==> src/rtl/vend_controller.sv <==
// rtl/vend_controller.sv - multi-product vending controller: coin credit, product selection, dispense and change
// All outputs are registered; next-state and next-output values are formed combinationally below.
module vend_controller #(
    parameter int WIDTH   = 8,
    parameter int NUM_SEL = 4,
    parameter int SEL_W   = 2,
    parameter int TIMEOUT = 20,
    parameter int CNT_W   = 5
) (
    input  logic                     clk,
    input  logic                     rst_n,
    input  logic                     coin_valid,
    input  logic [WIDTH-1:0]         coin_val,
    input  logic                     sel_valid,
    input  logic [SEL_W-1:0]         sel,
    input  logic [NUM_SEL*WIDTH-1:0] prices,
    input  logic                     cancel,
    output logic [WIDTH-1:0]         total,
    output logic                     disp,
    output logic [SEL_W-1:0]         disp_sel,
    output logic                     change_valid,
    output logic [WIDTH-1:0]         change_amt,
    output logic                     coin_reject,
    output logic                     sel_err,
    output logic                     busy
);

    localparam logic [1:0] IDLE     = 2'd0;
    localparam logic [1:0] COLLECT  = 2'd1;
    localparam logic [1:0] DISPENSE = 2'd2;
    localparam logic [1:0] CHANGE   = 2'd3;

    localparam logic [CNT_W-1:0] CNT_LAST = CNT_W'(TIMEOUT - 1);

    logic [1:0]       state;
    logic [1:0]       state_nx;
    logic [WIDTH-1:0] total_nx;
    logic [CNT_W-1:0] cnt;
    logic [CNT_W-1:0] cnt_nx;
    logic [CNT_W-1:0] cnt_step;
    logic [SEL_W-1:0] disp_sel_nx;
    logic             coin_reject_nx;
    logic             sel_err_nx;
    logic [WIDTH-1:0] price;
    logic             sel_ok;
    logic             sel_accept;
    logic [WIDTH:0]   sum;
    logic             in_collect;

    always_comb begin
        price = '0;
        for (int i = 0; i < NUM_SEL; i++) begin
            if (sel == i[SEL_W-1:0]) begin
                price = prices[i*WIDTH +: WIDTH];
            end
        end
    end

    assign sel_ok     = (32'(sel) < NUM_SEL);
    assign sel_accept = sel_ok && (total >= price);
    assign sum        = {1'b0, total} + {1'b0, coin_val};
    assign in_collect = (state == COLLECT);

    // Holding at the last value lets a refused selection on the expiry cycle defer the timeout by one cycle.
    assign cnt_step = (cnt == CNT_LAST) ? cnt : cnt + CNT_W'(1);

    always_comb begin
        state_nx       = state;
        total_nx       = total;
        cnt_nx         = '0;
        disp_sel_nx    = disp_sel;
        coin_reject_nx = 1'b0;
        sel_err_nx     = 1'b0;
        case (state)
            IDLE, COLLECT: begin
                if (cancel) begin
                    coin_reject_nx = coin_valid;
                    if (in_collect) begin
                        state_nx = CHANGE;
                    end
                end else if (sel_valid) begin
                    coin_reject_nx = coin_valid;
                    if (sel_accept) begin
                        total_nx    = total - price;
                        disp_sel_nx = sel;
                        state_nx    = DISPENSE;
                    end else begin
                        sel_err_nx = 1'b1;
                        if (in_collect) begin
                            cnt_nx = cnt_step;
                        end
                    end
                end else if (in_collect && (cnt == CNT_LAST)) begin
                    coin_reject_nx = coin_valid;
                    state_nx       = CHANGE;
                end else if (coin_valid) begin
                    if (sum[WIDTH]) begin
                        coin_reject_nx = 1'b1;
                        if (in_collect) begin
                            cnt_nx = cnt_step;
                        end
                    end else begin
                        total_nx = sum[WIDTH-1:0];
                        state_nx = COLLECT;
                    end
                end else if (in_collect) begin
                    cnt_nx = cnt_step;
                end
            end
            DISPENSE: begin
                coin_reject_nx = coin_valid;
                sel_err_nx     = sel_valid;
                state_nx       = (total != '0) ? CHANGE : IDLE;
            end
            CHANGE: begin
                coin_reject_nx = coin_valid;
                sel_err_nx     = sel_valid;
                total_nx       = '0;
                state_nx       = IDLE;
            end
            default: begin
                total_nx = '0;
                state_nx = IDLE;
            end
        endcase
    end

    always_ff @(posedge clk or negedge rst_n) begin
        if (!rst_n) begin
            state        <= IDLE;
            total        <= '0;
            cnt          <= '0;
            disp         <= 1'b0;
            disp_sel     <= '0;
            change_valid <= 1'b0;
            change_amt   <= '0;
            coin_reject  <= 1'b0;
            sel_err      <= 1'b0;
            busy         <= 1'b0;
        end else begin
            state        <= state_nx;
            total        <= total_nx;
            cnt          <= cnt_nx;
            disp         <= (state_nx == DISPENSE);
            disp_sel     <= disp_sel_nx;
            change_valid <= (state_nx == CHANGE);
            change_amt   <= (state_nx == CHANGE) ? total_nx : '0;
            coin_reject  <= coin_reject_nx;
            sel_err      <= sel_err_nx;
            busy         <= (state_nx == DISPENSE) || (state_nx == CHANGE);
        end
    end

endmodule

==> config.mk <==
export PLATFORM = sky130hd
export DESIGN_NAME = vend_controller
export DESIGN_NICKNAME = d
export VERILOG_FILES = /design/src/rtl/vend_controller.sv
export SDC_FILE = /design/constraint.sdc
export NUM_CORES = 1
export LEC_CHECK = 0
export BUFFER_PORTS_ARGS = -buffer_cell sky130_fd_sc_hd__clkbuf_2
export CAP_MARGIN = 5
export CORE_ASPECT_RATIO = 1.25
export CORE_MARGIN = 1.5
export CORE_UTILIZATION = 47
export DETAILED_ROUTE_END_ITERATION = 6
export PLACE_DENSITY = 0.77
export SETUP_SLACK_MARGIN = 0.5
export SYNTH_ARGS = -nofsm -noshare
export SYNTH_HDL_FRONTEND = slang
export SYNTH_SLANG_ARGS = --single-unit
==> constraint.sdc <==
create_clock -name clk -period 2.5 [get_ports clk]
set_clock_uncertainty 0.05 [all_clocks]
set_input_delay 0.5 -clock clk [delete_from_list [all_inputs] [get_ports clk]]
set_output_delay 0.5 -clock clk [all_outputs]
set_load 0.02 [all_outputs]
==> impl_metrics.tcl, run 1 <==
set metrics [dict create \
    outcome "finished, violations left" \
    violations "design-rule violations, negative setup slack" \
    numCtsBuffers 5 \
    synthesis.area_sq_um 2380 \
    fmax_mhz 340 \
    core_area_sq_um 4800 \
    layout_setup_ws_ns -0.441 \
    hp-class "in2async" \
    rows 28 \
    detailed_place_hpwl_microns 5540 \
    initial_utilization_pct 49.7 \
    drc 1 \
    drt-pass1-iter-count 7 \
    synth-seq-area-share_pct 31.5 \
    crit_path_max_fanout 6 \
    clock_sinks 30 \
    synthArstFlopShare_pct 100 \
    area_delta_synth_final_pct 59.9 \
    synth.distinct_cells 56 \
    yosysWarnings 0 \
    drtIter0Drc 275 \
    totalWireLength_microns 9490 \
    syn-num-nets 319 \
    crit_path_start_kind "input port" \
    antenna_found_initial 0 \
    critPathMaxStageDelay_ns 0.37 \
    power_density_nw_per_um2 1120 \
    path_delay_family "compound AO/OA/AOI/OAI gates" \
    final_util_pct 79.4 \
    r2r_cells 11 \
    drive_above_1_share_pct 56.8 \
    path_common_cell "buf_6" \
    wl_per_cell_microns 21.0 \
    cts_max_path_buffers 2 \
    crit_chain "clkbuf_16 -> mux4_2 -> ha_4 -> inv_2 -> fa_2 -> a211oi_4 -> o211ai_2 -> a41o_4 -> buf_6 -> buf_6 -> o21a_1 -> o21ai_2 -> o211ai_1 -> a21oi_1" \
    ant_nets 0 \
    cts.clk_slew.worst_paths_ns 0.07 \
    cap_violations 0 \
    cts_tree "yes" \
    overflow 0 \
    r2r_end "change_amt[3]" \
    slew_viol_final 0 \
    setup-violations-final 28 \
    root_buffer "clkbuf_8" \
    antenna_cells 0 \
    worst_path_max_delay_cell "mux4_2" \
    reg2reg_slack_ns -0.40 \
    numPortBuffers 69 \
    path_buf_inv 4 \
    period_minus_slack_ns 2.94 \
    worst-endpoint-required_ns 2.65 \
    path_class "in2reg" \
    grt_max_degree 31 \
    io_pins 70 \
    timing.final.crit_share_pct 118 \
    worstPathArrival_ns 3.10 \
    relSlewSlack_pct 48.0 \
    synth_seq_cells 30 \
    die_x_microns 66.7 \
    vias 2822 \
    synth_flop_cell "dfrtp_1" \
    fp.dieArea_sq_um 5510 \
    routed_via_density 6.26 \
    rsz0062_at_grt "yes" \
    die_y_microns 82.6 \
    rr_startpoint "total[0]" \
    p_leak_nw 1.89 \
    synth-edff-count 0 \
    finalHoldViolCount 0 \
    vdd_drop_max_v 0.000732 \
    tns_ns -8.32 \
    grt_usage_pct 31.5 \
    grt_first_pass_wirelength_microns 12700 \
    syn_avg_cell_area_sq_um 9.42 \
    worst_pin_slew_ns 0.780 \
    h-tree-depth 2 \
    endpoint_kind "flop" \
    fin_nets 456 \
    syn_inst 253 \
    pre_cts_slack_ns -0.833 \
    place_congestion 0.895 \
    grt_pass1_vias 2742 \
    fin_hold_ws_ns 0.221 \
    clkLatencyLatePin_ns 0.29 \
]
==> logic make-up (layout without fill, tap and decap cells) <==
logic type / count (synthesis) / count (layout) / synth area share (%)
compound gates: 75 / 75 / 22.9
xor+xnor: 14 / 14 / 5.14
fa+ha+maj: 19 / 19 / 10.6
buf+inv: 31 / 169 / 5.41
flops: 30 / 30 / 31.5
mux: 13 / 13 / 9.82
simple gates: 71 / 71 / 14.6
==> layout make-up <==
class | count | area (sq um)
Multi-Input combinational cell | 192 | 1870
Fill cell | 243 | 987
Timing Repair Buffer | 139 | 936
Sequential cell | 30 | 751
Clock buffer | 6 | 82.6
Inverter | 22 | 82.6
Tap cell | 60 | 75.1
Clock inverter | 2 | 12.5
==> sequential cells by signal (all words and copies together), names as in the netlist, 2 cells and up <==
| register | flops |
|---|---|
| disp_sel | 2 |
| change_amt | 8 |
| total | 8 |
| state | 2 |
| cnt | 5 |
==> metal layers <==
| metal | global-route usage [%] | up-vias | wire length [microns] |
|---|---|---|---|
| met3 | 7.18 | 63 | 719 |
| met1 | 33.9 | 1350 | 3340 |
| met4 | 21.0 | 0 | 564 |
| li1 | - | 1209 | - |
| met2 | 54.9 | 200 | 4860 |
| met5 | 0 | - | 0 |
==> placed cells by master, fill, tap and decap left out, types with 3 or more instances in the layout <==
cell      instances
o21ai_1           5
inv_2             7
nand3_1           5
nand2_1          19
nor2_2            3
buf_4            58
xnor2_1           7
dfrtp_1          30
o31a_1            3
ha_4              4
a21oi_2           4
o21a_1            3
inv_1            15
nor2_1           15
a21oi_1          12
mux4_2            8
nor2_4            3
a21o_1            7
buf_6            12
xor2_1            6
nor3_2            3
nor4_1            3
clkbuf_8          6
o21ai_0           6
clkbuf_2         68
ha_1             12
==> per-stage QoR <==
step | total power [W] | cell area (sq um) | cells
4_1_cts | 0.00379 | 3640 | 448
3_5_place_dp | 0.00297 | 3230 | 430
2_1_floorplan | 0.00207 | 2450 | 253
6_report | 0.00428 | 3810 | 451
3_3_place_gp | 0.00292 | 3230 | 430
5_1_grt | 0.00445 | 3810 | 451
==> repair_timing <==
action                     CTS  global route
resized for setup           53            33
setup endpoints to repair   30            30
buffers inserted            10             3
pin swaps                   27            26
hold buffers                 0             0
==> worst reg2reg max path: cells and delay by family, from the launching register on <==
kind	cells	cell delay, ns
AOI/OAI and AO/OA	4	0.71
adders and majority gates	2	0.43
buffers and inverters	2	0.21
DFF	1	0.39
and+or+nand+nor	3	1.01
==> cell usage after synthesis, drive strengths merged, types with 6 or more instances <==
library cell / n / share of area, %
clkbuf: 6 / 0.94
mux4: 8 / 7.6
xnor2: 8 / 2.9
inv: 22 / 3.5
xor2: 6 / 2.2
dfrtp: 30 / 31
ha: 17 / 8.9
nand3: 7 / 1.5
nand2: 20 / 3.1
a21oi: 17 / 3.6
a21o: 7 / 2.2
nor2: 21 / 3.4
o21ai: 14 / 2.9
==> worst max-delay path by stage <==
| stage | start | cells after the start | end |
|---|---|---|---|
| final | sel[0] | 14 | change_amt[5] |
| after global placement | sel[0] | 12 | disp_sel[0] |
| after floorplan | sel[0] | 14 | change_amt[7] |
| after CTS | sel[0] | 13 | cnt[2] |
| after detailed placement | sel[0] | 13 | cnt[2] |
| after global routing | sel[0] | 14 | change_amt[5] |
==> where the power goes <==
group / switching (W) / internal [W] / leakage, nW
combinational: 0.00166 / 0.00143 / 1.45
sequential: 0.000148 / 0.000617 / 0.398
clock: 0.000204 / 0.000221 / 0.0472
(Power assumes the default switching activity.)
==> inputs of run 2 (changes only) <==
--- a/config.mk
+++ b/config.mk
@@ -7,11 +7,13 @@
 export LEC_CHECK = 0
 export BUFFER_PORTS_ARGS = -buffer_cell sky130_fd_sc_hd__clkbuf_2
 export CAP_MARGIN = 5
+export CELL_PAD_IN_SITES_DETAIL_PLACEMENT = 1
+export CELL_PAD_IN_SITES_GLOBAL_PLACEMENT = 1
 export CORE_ASPECT_RATIO = 1.25
 export CORE_MARGIN = 1.5
-export CORE_UTILIZATION = 47
+export CORE_UTILIZATION = 35
 export DETAILED_ROUTE_END_ITERATION = 6
-export PLACE_DENSITY = 0.77
+export PLACE_DENSITY_LB_ADDON = 0.1
 export SETUP_SLACK_MARGIN = 0.5
 export SYNTH_ARGS = -nofsm -noshare
 export SYNTH_HDL_FRONTEND = slang
==> run 2 against run 1 <==
  * The run ends with negative setup slack left
  * Critical path depth is 2 lower
  * Critical endpoint is now total[1]
  * Clock power hardly changed
  * Combinational power is 7.8% lower
  * Global-route usage is 6.8 points lower
==> impl_metrics.tcl, run 2 (synthesis results as in run 1) <==
set metrics [dict create \
    crit_chain "clkbuf_16 -> mux4_2 -> ha_4 -> inv_2 -> fa_2 -> a211oi_4 -> o211ai_2 -> a41o_4 -> and2_4 -> buf_6 -> a311oi_2 -> a21oi_1" \
    area_delta_synth_final_pct 59.2 \
    seq_area_sq_um 751 \
    worst_path_max_delay_cell "fa_2" \
    path_class "in2reg" \
    grt_first_pass_wirelength_microns 14000 \
    overflow 0 \
    setup-violations-final 28 \
    crit_path_max_fanout 7 \
    fmax_mhz 355 \
    h-tree-depth 2 \
    antenna_found_initial 0 \
    drc 0 \
    grt_max_degree 31 \
    place_congestion 0.878 \
    numPortBuffers 69 \
    die_y_microns 95.3 \
    clkPwrFrac_pct 10.6 \
    grt_pass1_vias 2816 \
    initial_utilization_pct 36.3 \
    worst_pin_slew_ns 0.788 \
    rsz0062_at_grt "yes" \
    totalWireLength_microns 8860 \
    fin_nets 456 \
    cts.clk_slew.worst_paths_ns 0.07 \
    period_minus_slack_ns 2.81 \
    outcome "finished, violations left" \
    combPwrFrac_pct 70.8 \
    pre_cts_slack_ns -0.903 \
    io_pins 70 \
    p_int_w 0.00217 \
    die_x_microns 76.8 \
    routed_via_density 5.41 \
    power_density_nw_per_um2 1060 \
    grt_usage_pct 24.7 \
    power.switching_w 0.00185 \
    critPathMaxStageDelay_ns 0.38 \
    ant_nets 0 \
    slew_viol_final 0 \
    worst-endpoint-required_ns 2.61 \
    mostFrequentLayoutCells "68 x clkbuf_2, 60 x buf_4, 30 x dfrtp_1" \
    cap_violations 0 \
    dp.cells 458 \
    finalHoldViolCount 0 \
    cts_max_path_buffers 2 \
    vias 2585 \
    numCtsBuffers 5 \
    ctsHoldBuffers 0 \
    final_util_pct 57.8 \
    antenna_cells 0 \
    seq_power_share_pct 18.5 \
    relSlewSlack_pct 47.5 \
    crit_path_start_kind "input port" \
    core_area_sq_um 6570 \
    drive_above_1_share_pct 57.5 \
    worstPathArrival_ns 2.92 \
    detailed_place_hpwl_microns 6660 \
    cts_tree "yes" \
    timing.final.crit_share_pct 113 \
    clkLatencyLatePin_ns 0.29 \
    layout_setup_ws_ns -0.314 \
    vdd_drop_max_v 0.000414 \
    clock_sinks 30 \
    drtIter0Drc 93 \
    rows 33 \
    largest_registers "change_amt x8, total x8, cnt x5" \
    fp.dieArea_sq_um 7320 \
    mostFrequentLayoutCell "clkbuf_2" \
    violations "negative setup slack" \
    hp-class "in2async" \
    wl_per_cell_microns 18.5 \
    total_power_w 0.00402 \
    multi_input_area_sq_um 1830 \
    p_leak_nw 1.90 \
    root_buffer "clkbuf_8" \
    final_cells 478 \
    netSwitchingFraction_pct 45.9 \
    endpoint_kind "flop" \
    nFillCells 772 \
    drt-pass1-iter-count 4 \
]
-- run 2: cell count changes in the layout (fill, tap and decap cells not counted), moves of 2 or more --
cell,change
buf_6,-4
inv_1,-3
inv_2,+3
nor2_1,+3
a2111oi_2,+2
a31oi_4,-2
buf_4,+2
nand2_1,-2
nor2_4,-2
-- run 2: critical path, delay by kind of cell --
family	cells	cell delay [ns]
adder cells (fa/ha/maj)	2	0.53
buffers and inverters	3	0.30
AO/OA/AOI/OAI	5	1.02
AND/OR/NAND/NOR	1	0.19
multiplexers	1	0.37
-- run 2: path summary, 6_finish.rpt --
kind | startpoint | endpoint | slack (ns) | cells past startpoint
worst max-delay path | sel[0] | total[1] | -0.31 | 12
worst min-delay path | rst_n | total[5] | 0.22 | 1
worst max register to register | total[0] | total[1] | -0.27 | 12
worst min register to register | disp_sel[0] | disp_sel[0] | 0.48 | 1
max in group asynchronous | rst_n | busy | 1.67 | 1
min in group clk | coin_valid | coin_reject | 0.41 | 2
-- run 2: area by class of cell --
type,instances,share of cell area [%]
Multi-Input combinational cell,193,48.3
Timing Repair Buffer,138,24.4
Sequential cell,30,19.8
Tap cell,87,2.87
Clock buffer,6,2.18
Inverter,22,2.18
Clock inverter,2,0.330
-- run 2: power by group through the flow --
| stage | registers, W | clock network [W] | logic [W] |
|---|---|---|---|
| 2_1_floorplan | 0.000869 | 0 | 0.00120 |
| 4_1_cts | 0.000734 | 0.000429 | 0.00255 |
| 3_5_place_dp | 0.000736 | 0 | 0.00228 |
| 5_1_grt | 0.000756 | 0.000452 | 0.00306 |
| 6_report | 0.000746 | 0.000427 | 0.00285 |
| 3_3_place_gp | 0.000731 | 0 | 0.00221 |
-- run 2: timing repair --
item,CTS,global route
pin swaps,24,34
gates cloned,1,0
endpoints found under the setup margin,30,30
resized for setup,39,40
setup buffers,6,5
-- run 2: metrics by stage --
stage               cell area [sq um]  hold WS, ns  setup TNS (ns)
detailed placement               3270        0.465          -21.99
finish                           3790        0.224           -5.68
CTS                              3590        0.258           -6.85
floorplan                        2450        0.154          -10.83
global route                     3790        0.276           -7.81
global placement                 3270        0.448          -19.37
-- run 2: layer usage --
layer | wire [microns] | global-route usage [%] | up-vias
met1 | 3370 | 26.1 | 1301
met2 | 4970 | 48.4 | 65
li1 | - | - | 1201
met4 | 274 | 9.72 | 0
met3 | 251 | 4.11 | 18
met5 | 0 | 0 | -
